$ cat src/rtl/color_blob_tracker.sv
// color_blob_tracker: multi-channel RGB threshold classifier with per-frame
// first-hit / bounding-box / pixel-count statistics and a registered report.

// One colour channel: hit classification, accumulators and report registers.
module color_blob_ch #(
  parameter int PIX_W   = 10,
  parameter int POS_W   = 13,
  parameter int CNT_W   = 20,
  parameter int MIN_PIX = 16
) (
  input  logic             clk,
  input  logic             rst,
  input  logic             i_pix,       // pixel belongs to an accumulating frame
  input  logic             i_clr,       // start accumulating from a clean slate
  input  logic             i_rpt,       // publish accumulators (including this pixel)
  input  logic             i_clr_post,  // clear after publishing (back-to-back frame)
  input  logic [PIX_W-1:0] i_R,
  input  logic [PIX_W-1:0] i_G,
  input  logic [PIX_W-1:0] i_B,
  input  logic [PIX_W-1:0] i_r_min,
  input  logic [PIX_W-1:0] i_g_max,
  input  logic [PIX_W-1:0] i_b_max,
  input  logic [POS_W-1:0] i_X_pos,
  input  logic [POS_W-1:0] i_Y_pos,
  output logic             o_detect,
  output logic [POS_W-1:0] o_first_x,
  output logic [POS_W-1:0] o_first_y,
  output logic [POS_W-1:0] o_x_min,
  output logic [POS_W-1:0] o_x_max,
  output logic [POS_W-1:0] o_y_min,
  output logic [POS_W-1:0] o_y_max,
  output logic [CNT_W-1:0] o_count,
  output logic             o_found
);

  localparam logic [31:0] MIN_U = MIN_PIX;

  logic             r_seen;
  logic [POS_W-1:0] r_first_x, r_first_y, r_x_min, r_x_max, r_y_min, r_y_max;
  logic [CNT_W-1:0] r_cnt;

  logic             w_hit;
  logic             w_seen_b, w_seen_n;
  logic [POS_W-1:0] w_fx_b, w_fy_b, w_xmin_b, w_xmax_b, w_ymin_b, w_ymax_b;
  logic [POS_W-1:0] w_fx_n, w_fy_n, w_xmin_n, w_xmax_n, w_ymin_n, w_ymax_n;
  logic [CNT_W-1:0] w_cnt_b, w_cnt_n;

  assign w_hit = i_pix & (i_R > i_r_min) & (i_G < i_g_max) & (i_B < i_b_max);

  // Base = accumulators (or cleared values on frame entry); next = base + this hit.
  always_comb begin
    w_seen_b = r_seen;
    w_fx_b   = r_first_x;
    w_fy_b   = r_first_y;
    w_xmin_b = r_x_min;
    w_xmax_b = r_x_max;
    w_ymin_b = r_y_min;
    w_ymax_b = r_y_max;
    w_cnt_b  = r_cnt;
    if (i_clr) begin
      w_seen_b = 1'b0;
      w_fx_b   = '0;
      w_fy_b   = '0;
      w_xmin_b = '1;
      w_xmax_b = '0;
      w_ymin_b = '1;
      w_ymax_b = '0;
      w_cnt_b  = '0;
    end
    w_seen_n = w_seen_b;
    w_fx_n   = w_fx_b;
    w_fy_n   = w_fy_b;
    w_xmin_n = w_xmin_b;
    w_xmax_n = w_xmax_b;
    w_ymin_n = w_ymin_b;
    w_ymax_n = w_ymax_b;
    w_cnt_n  = w_cnt_b;
    if (w_hit) begin
      w_cnt_n = (&w_cnt_b) ? w_cnt_b : w_cnt_b + CNT_W'(1);
      if (i_X_pos < w_xmin_b) w_xmin_n = i_X_pos;
      if (i_X_pos > w_xmax_b) w_xmax_n = i_X_pos;
      if (i_Y_pos < w_ymin_b) w_ymin_n = i_Y_pos;
      if (i_Y_pos > w_ymax_b) w_ymax_n = i_Y_pos;
      if (!w_seen_b) begin
        w_seen_n = 1'b1;
        w_fx_n   = i_X_pos;
        w_fy_n   = i_Y_pos;
      end
    end
  end

  // Accumulators, first-hit pulse and report registers.
  always_ff @(posedge clk) begin
    if (!rst) begin
      r_seen    <= 1'b0;
      r_first_x <= '0;
      r_first_y <= '0;
      r_x_min   <= '1;
      r_x_max   <= '0;
      r_y_min   <= '1;
      r_y_max   <= '0;
      r_cnt     <= '0;
      o_detect  <= 1'b0;
      o_first_x <= '0;
      o_first_y <= '0;
      o_x_min   <= '0;
      o_x_max   <= '0;
      o_y_min   <= '0;
      o_y_max   <= '0;
      o_count   <= '0;
      o_found   <= 1'b0;
    end else begin
      o_detect <= w_hit & ~w_seen_b;
      if (i_clr_post) begin
        r_seen    <= 1'b0;
        r_first_x <= '0;
        r_first_y <= '0;
        r_x_min   <= '1;
        r_x_max   <= '0;
        r_y_min   <= '1;
        r_y_max   <= '0;
        r_cnt     <= '0;
      end else begin
        r_seen    <= w_seen_n;
        r_first_x <= w_fx_n;
        r_first_y <= w_fy_n;
        r_x_min   <= w_xmin_n;
        r_x_max   <= w_xmax_n;
        r_y_min   <= w_ymin_n;
        r_y_max   <= w_ymax_n;
        r_cnt     <= w_cnt_n;
      end
      if (i_rpt) begin
        // A channel with no hits reports an all-zero box instead of the
        // all-ones/zero sentinels held in the accumulators.
        o_first_x <= w_seen_n ? w_fx_n   : '0;
        o_first_y <= w_seen_n ? w_fy_n   : '0;
        o_x_min   <= w_seen_n ? w_xmin_n : '0;
        o_x_max   <= w_seen_n ? w_xmax_n : '0;
        o_y_min   <= w_seen_n ? w_ymin_n : '0;
        o_y_max   <= w_seen_n ? w_ymax_n : '0;
        o_count   <= w_cnt_n;
        o_found   <= 32'(w_cnt_n) >= MIN_U;
      end
    end
  end

endmodule

module color_blob_tracker #(
  parameter int PIX_W   = 10,
  parameter int POS_W   = 13,
  parameter int NUM_CH  = 2,
  parameter int CNT_W   = 20,
  parameter int MIN_PIX = 16
) (
  input  logic                    clk,
  input  logic                    rst,
  input  logic                    i_valid,
  input  logic [PIX_W-1:0]        i_R,
  input  logic [PIX_W-1:0]        i_G,
  input  logic [PIX_W-1:0]        i_B,
  input  logic [POS_W-1:0]        i_X_pos,
  input  logic [POS_W-1:0]        i_Y_pos,
  input  logic                    new_frame,
  input  logic                    end_frame,
  input  logic [NUM_CH*PIX_W-1:0] i_r_min,
  input  logic [NUM_CH*PIX_W-1:0] i_g_max,
  input  logic [NUM_CH*PIX_W-1:0] i_b_max,
  output logic [NUM_CH-1:0]       o_detect,
  output logic [NUM_CH*POS_W-1:0] o_first_x,
  output logic [NUM_CH*POS_W-1:0] o_first_y,
  output logic [NUM_CH*POS_W-1:0] o_x_min,
  output logic [NUM_CH*POS_W-1:0] o_x_max,
  output logic [NUM_CH*POS_W-1:0] o_y_min,
  output logic [NUM_CH*POS_W-1:0] o_y_max,
  output logic [NUM_CH*CNT_W-1:0] o_count,
  output logic [NUM_CH-1:0]       o_found,
  output logic                    o_frame_done
);

  typedef enum logic [1:0] {S_IDLE, S_ACCUM, S_REPORT} state_t;

  state_t r_state, w_state_n;
  logic   r_pend;     // new_frame arrived together with end_frame
  logic   w_pend_n;
  logic   w_pix, w_clr, w_rpt, w_clr_post;

  // State register, pending restart flag and frame-done pulse.
  always_ff @(posedge clk) begin
    if (!rst) begin
      r_state      <= S_IDLE;
      r_pend       <= 1'b0;
      o_frame_done <= 1'b0;
    end else begin
      r_state      <= w_state_n;
      r_pend       <= w_pend_n;
      o_frame_done <= w_rpt;
    end
  end

  // Next state and per-cycle accumulator controls.
  always_comb begin
    w_state_n  = r_state;
    w_pend_n   = 1'b0;
    w_rpt      = 1'b0;
    // new_frame opens (or restarts) a frame and its pixel counts there,
    // unless end_frame also fires in ACCUM: then the pixel closes this frame.
    w_pix      = i_valid & ((r_state == S_ACCUM) | new_frame);
    w_clr      = new_frame;
    w_clr_post = 1'b0;
    case (r_state)
      S_IDLE: begin
        if (new_frame) w_state_n = S_ACCUM;
      end
      S_ACCUM: begin
        if (end_frame) begin
          w_state_n  = S_REPORT;
          w_rpt      = 1'b1;
          w_clr      = 1'b0;
          w_pend_n   = new_frame;
          w_clr_post = new_frame;
        end
      end
      S_REPORT: begin
        w_state_n = (new_frame | r_pend) ? S_ACCUM : S_IDLE;
      end
      default: w_state_n = S_IDLE;
    endcase
  end

  for (genvar c = 0; c < NUM_CH; c++) begin : g_ch
    color_blob_ch #(
      .PIX_W(PIX_W), .POS_W(POS_W), .CNT_W(CNT_W), .MIN_PIX(MIN_PIX)
    ) u_ch (
      .clk       (clk),
      .rst       (rst),
      .i_pix     (w_pix),
      .i_clr     (w_clr),
      .i_rpt     (w_rpt),
      .i_clr_post(w_clr_post),
      .i_R       (i_R),
      .i_G       (i_G),
      .i_B       (i_B),
      .i_r_min   (i_r_min[c*PIX_W +: PIX_W]),
      .i_g_max   (i_g_max[c*PIX_W +: PIX_W]),
      .i_b_max   (i_b_max[c*PIX_W +: PIX_W]),
      .i_X_pos   (i_X_pos),
      .i_Y_pos   (i_Y_pos),
      .o_detect  (o_detect[c]),
      .o_first_x (o_first_x[c*POS_W +: POS_W]),
      .o_first_y (o_first_y[c*POS_W +: POS_W]),
      .o_x_min   (o_x_min[c*POS_W +: POS_W]),
      .o_x_max   (o_x_max[c*POS_W +: POS_W]),
      .o_y_min   (o_y_min[c*POS_W +: POS_W]),
      .o_y_max   (o_y_max[c*POS_W +: POS_W]),
      .o_count   (o_count[c*CNT_W +: CNT_W]),
      .o_found   (o_found[c])
    );
  end

endmodule

$ cat config.mk
export PLATFORM = sky130hd
export DESIGN_NAME = color_blob_tracker
export DESIGN_NICKNAME = d
export VERILOG_FILES = /design/src/rtl/color_blob_tracker.sv
export SDC_FILE = /design/constraint.sdc
export NUM_CORES = 1
export LEC_CHECK = 0
export CORE_ASPECT_RATIO = 0.8
export CORE_MARGIN = 2
export CORE_UTILIZATION = 49
export DETAILED_ROUTE_END_ITERATION = 12
export HOLD_SLACK_MARGIN = 0.15
export PLACE_DENSITY = 0.77
export SKIP_LAST_GASP = 1
export SLEW_MARGIN = 20
export SYNTH_ARGS = -nofsm -noshare
export SYNTH_HDL_FRONTEND = slang
export SYNTH_SLANG_ARGS = --single-unit
$ cat constraint.sdc
create_clock -name clk -period 5.05 [get_ports clk]
set_clock_uncertainty 0.15 [all_clocks]
set_input_delay 1.01 -clock clk [delete_from_list [all_inputs] [get_ports clk]]
set_output_delay 1.01 -clock clk [all_outputs]
set_load 0.05 [all_outputs]
==> flow_summary.ini <==
[run_status]
outcome = finished, final reports clean

[cells_and_area]
seq_area_sq_um = 8048
finalNonFillerCells = 3162
layout-drive-gt1-share_pct = 9.411
area.growth.synth_to_final_pct = 28.77
reg_top3 = g_ch.u_ch.o_count x40, g_ch.u_ch.r_cnt x40
postLayoutCoreUtil_pct = 64.33
final_common_cell = nor2_1
fill_cells = 3207
nNetsFinal = 2915
multiInputGateArea_sq_um = 10350
num_antenna_cells = 0
stdcell_area_sq_um = 24730
layout_common_cells = nor2_1, dfxtp_1, clkdlybuf4s50_1

[place]
numPortBuffers = 321
place.gp.congestion = 0.9307
place_area_sq_um = 23460
dp_slack_ps = -98.02
place_inst = 3090
hpwl_um = 43880

[synthesis]
synth_flop_cell = dfxtp_1
ys_warn_count = 0
syn_avg_cell_area_sq_um = 8.295
synth_top_area_cell = dfxtp_1
ys_ff_latch = 402
synthDistinctLibCells = 63
netlist_area_sq_um = 19200
seq_area_frac_synth_pct = 41.91
synth.net_count = 2594
synth-edff-count = 0
synth_top_area_share_pct = 41.91
synth_area_leaders = dfxtp_1, ha_1, nor2_1
syn_inst = 2315
ys_async_sr_fraction_pct = 0

[route]
via_count = 17890
wl_met1_um = 26920
wl_per_cell_um = 18.91
route.detailed.drc = 0
antenna_left = 0
viasPerCell = 5.659
wl_um = 59800
met2WireLength_um = 27350
dr.pass1.iters = 5
drtIter0Drc = 1407
top_layer_used = met4
wl_met3_um = 3970

[clocking]
clk_pin_slew_ps = 60
cts_tree = yes
postCtsSetupRepairBufs = 0
clock_latency_ps = 550
cts_root_buf = clkbuf_16
cts_resized = 0
cts_buffer_depth = 3
clock-sinks = 402
ctsHoldBuffers = 0
htreeDepth = 2
cts_made_buffers = 39

[run]
cap_viol_max_count = 0

[floorplan]
start_util_pct = 49.96
die_x_um = 225.3
pin_count = 322
num_rows = 64
die_y_um = 181.1
die_area_sq_um = 40800
core_sq_um = 38440

[worst_setup_path]
cp-start-kind = input pin
cp-end-kind = flip-flop
cp_data_arrival_time_ps = 4910
crit_path_max_fanout = 8
r2r.worst_path.cells = 15
cp.required_ps = 5320
crit_type = input pin to flip-flop

[timing]
clock.fmax_mhz = 215.5
slew_headroom_pct = 37.11
fin_crit_sh_pct = 91.91
setup_ws_ps = 408.7
hold_violations = 0
period_needed_ps = 4641
slew_violations = 0
rsz0062_at_grt = no
max_slew.worst_pin.slew_ps = 939.8
setup_viol = 0

[min_path]
hold_path_depth = 2
hp-class = flip-flop to flip-flop

[global_route]
grt_overflow = 0
grt_max_degree = 96
grt_pass1_wl_um = 94500
grt_pass1_vias = 17290
track_usage_pct = 29.00
antenna_found_initial = 0

[power]
p_total_mw = 6.982
cellLeakagePower_nw = 9.825
irDropWorstVdd_mv = 0.2093
powerDensity_nw_per_um2 = 282.4
-- synth_stat cells (all sizes together), types with 13 or more instances --
| cell type | instances |
|---|---|
| nor2 | 435 |
| dfxtp | 402 |
| nand2 | 310 |
| a21oi | 161 |
| ha | 158 |
| clkbuf | 120 |
| o21ai | 102 |
| inv | 91 |
| mux2 | 75 |
| a2bb2oi | 66 |
| a211oi | 35 |
| nand4 | 34 |
| nand3 | 33 |
| o211ai | 33 |
| xnor2 | 27 |
| a21o | 22 |
| xor2 | 21 |
| buf | 19 |
| and2 | 18 |
| and3 | 15 |
| nor2b | 15 |
| nor3 | 13 |
| o21a | 13 |
-- layout make-up --
cell class	instances	area share [%]
well taps	495	2.505
repair buffers	419	16.58
flip-flops and latches	402	32.55
clock inverters	13	0.5414
inverters	92	1.407
clock buffers	59	4.580
multi-input cells	1682	41.84
-- critical path: stages --
cell and delay [ps]:
clkdlybuf4s50_1 460, inv_1 40, ha_1 310, a21oi_2 140, o21ai_1 110, a221o_1 380, or4_1 450, nor2_1 440
buf_4 240, nand3_1 110, mux2i_1 260, a41oi_1 140, or4_1 530, a221o_1 290
-- through the flow --
step | hold WS, ps | TNS [ps]
detailed placement | 294.3 | -98.02
global placement | 291.8 | -110.2
global route | 329.0 | 0
CTS | 307.2 | 0
floorplan | 308.1 | 0
finish | 303.8 | 0
-- power by group --
part           switching (mW)  leakage (nW)  internal (mW)  total, mW
registers              0.0201          3.25           3.21       3.23
logic                   0.510          5.95          0.319      0.829
clock network            1.26         0.627           1.66       2.92
-- kinds of logic (layout without fill, tap and decap cells) --
family                   after synthesis  in the layout  synth area share [%]
XOR/XNOR                              48             48                 2.189
AO/OA/AOI/OAI                        474            474                 15.76
multiplexers                          86             86                 4.972
adder cells (fa/ha/maj)              158            158                 10.30
flip-flops                           402            402                 41.91
buffers and inverters                231            583                 4.665
AND/OR/NAND/NOR                      916            916                 20.21
-- routing by layer --
| layer | GRT usage (%) | vias to the layer above |
|---|---|---|
| met5 | 0 | - |
| met4 | 8.424 | 0 |
| met3 | 4.228 | 102 |
| met2 | 46.68 | 653 |
| met1 | 40.35 | 8569 |
| li1 | - | 8570 |
-- worst paths after layout --
kind | slack [ps] | startpoint | end
setup / recovery | 410 | i_g_max[5] | g_ch[0].u_ch.o_found$_SDFFE_PN0P_
hold / removal | 300 | g_ch[1].u_ch.o_x_max[1]$_SDFFE_PN0P_ | g_ch[1].u_ch.o_x_max[1]$_SDFFE_PN0P_
setup reg to reg | 1160 | r_state[0]$_SDFFE_PN0P_ | g_ch[1].u_ch.o_x_max[6]$_SDFFE_PN0P_
hold reg to reg | 300 | g_ch[1].u_ch.o_x_max[1]$_SDFFE_PN0P_ | g_ch[1].u_ch.o_x_max[1]$_SDFFE_PN0P_
Power figures use the tool's default switching activity.
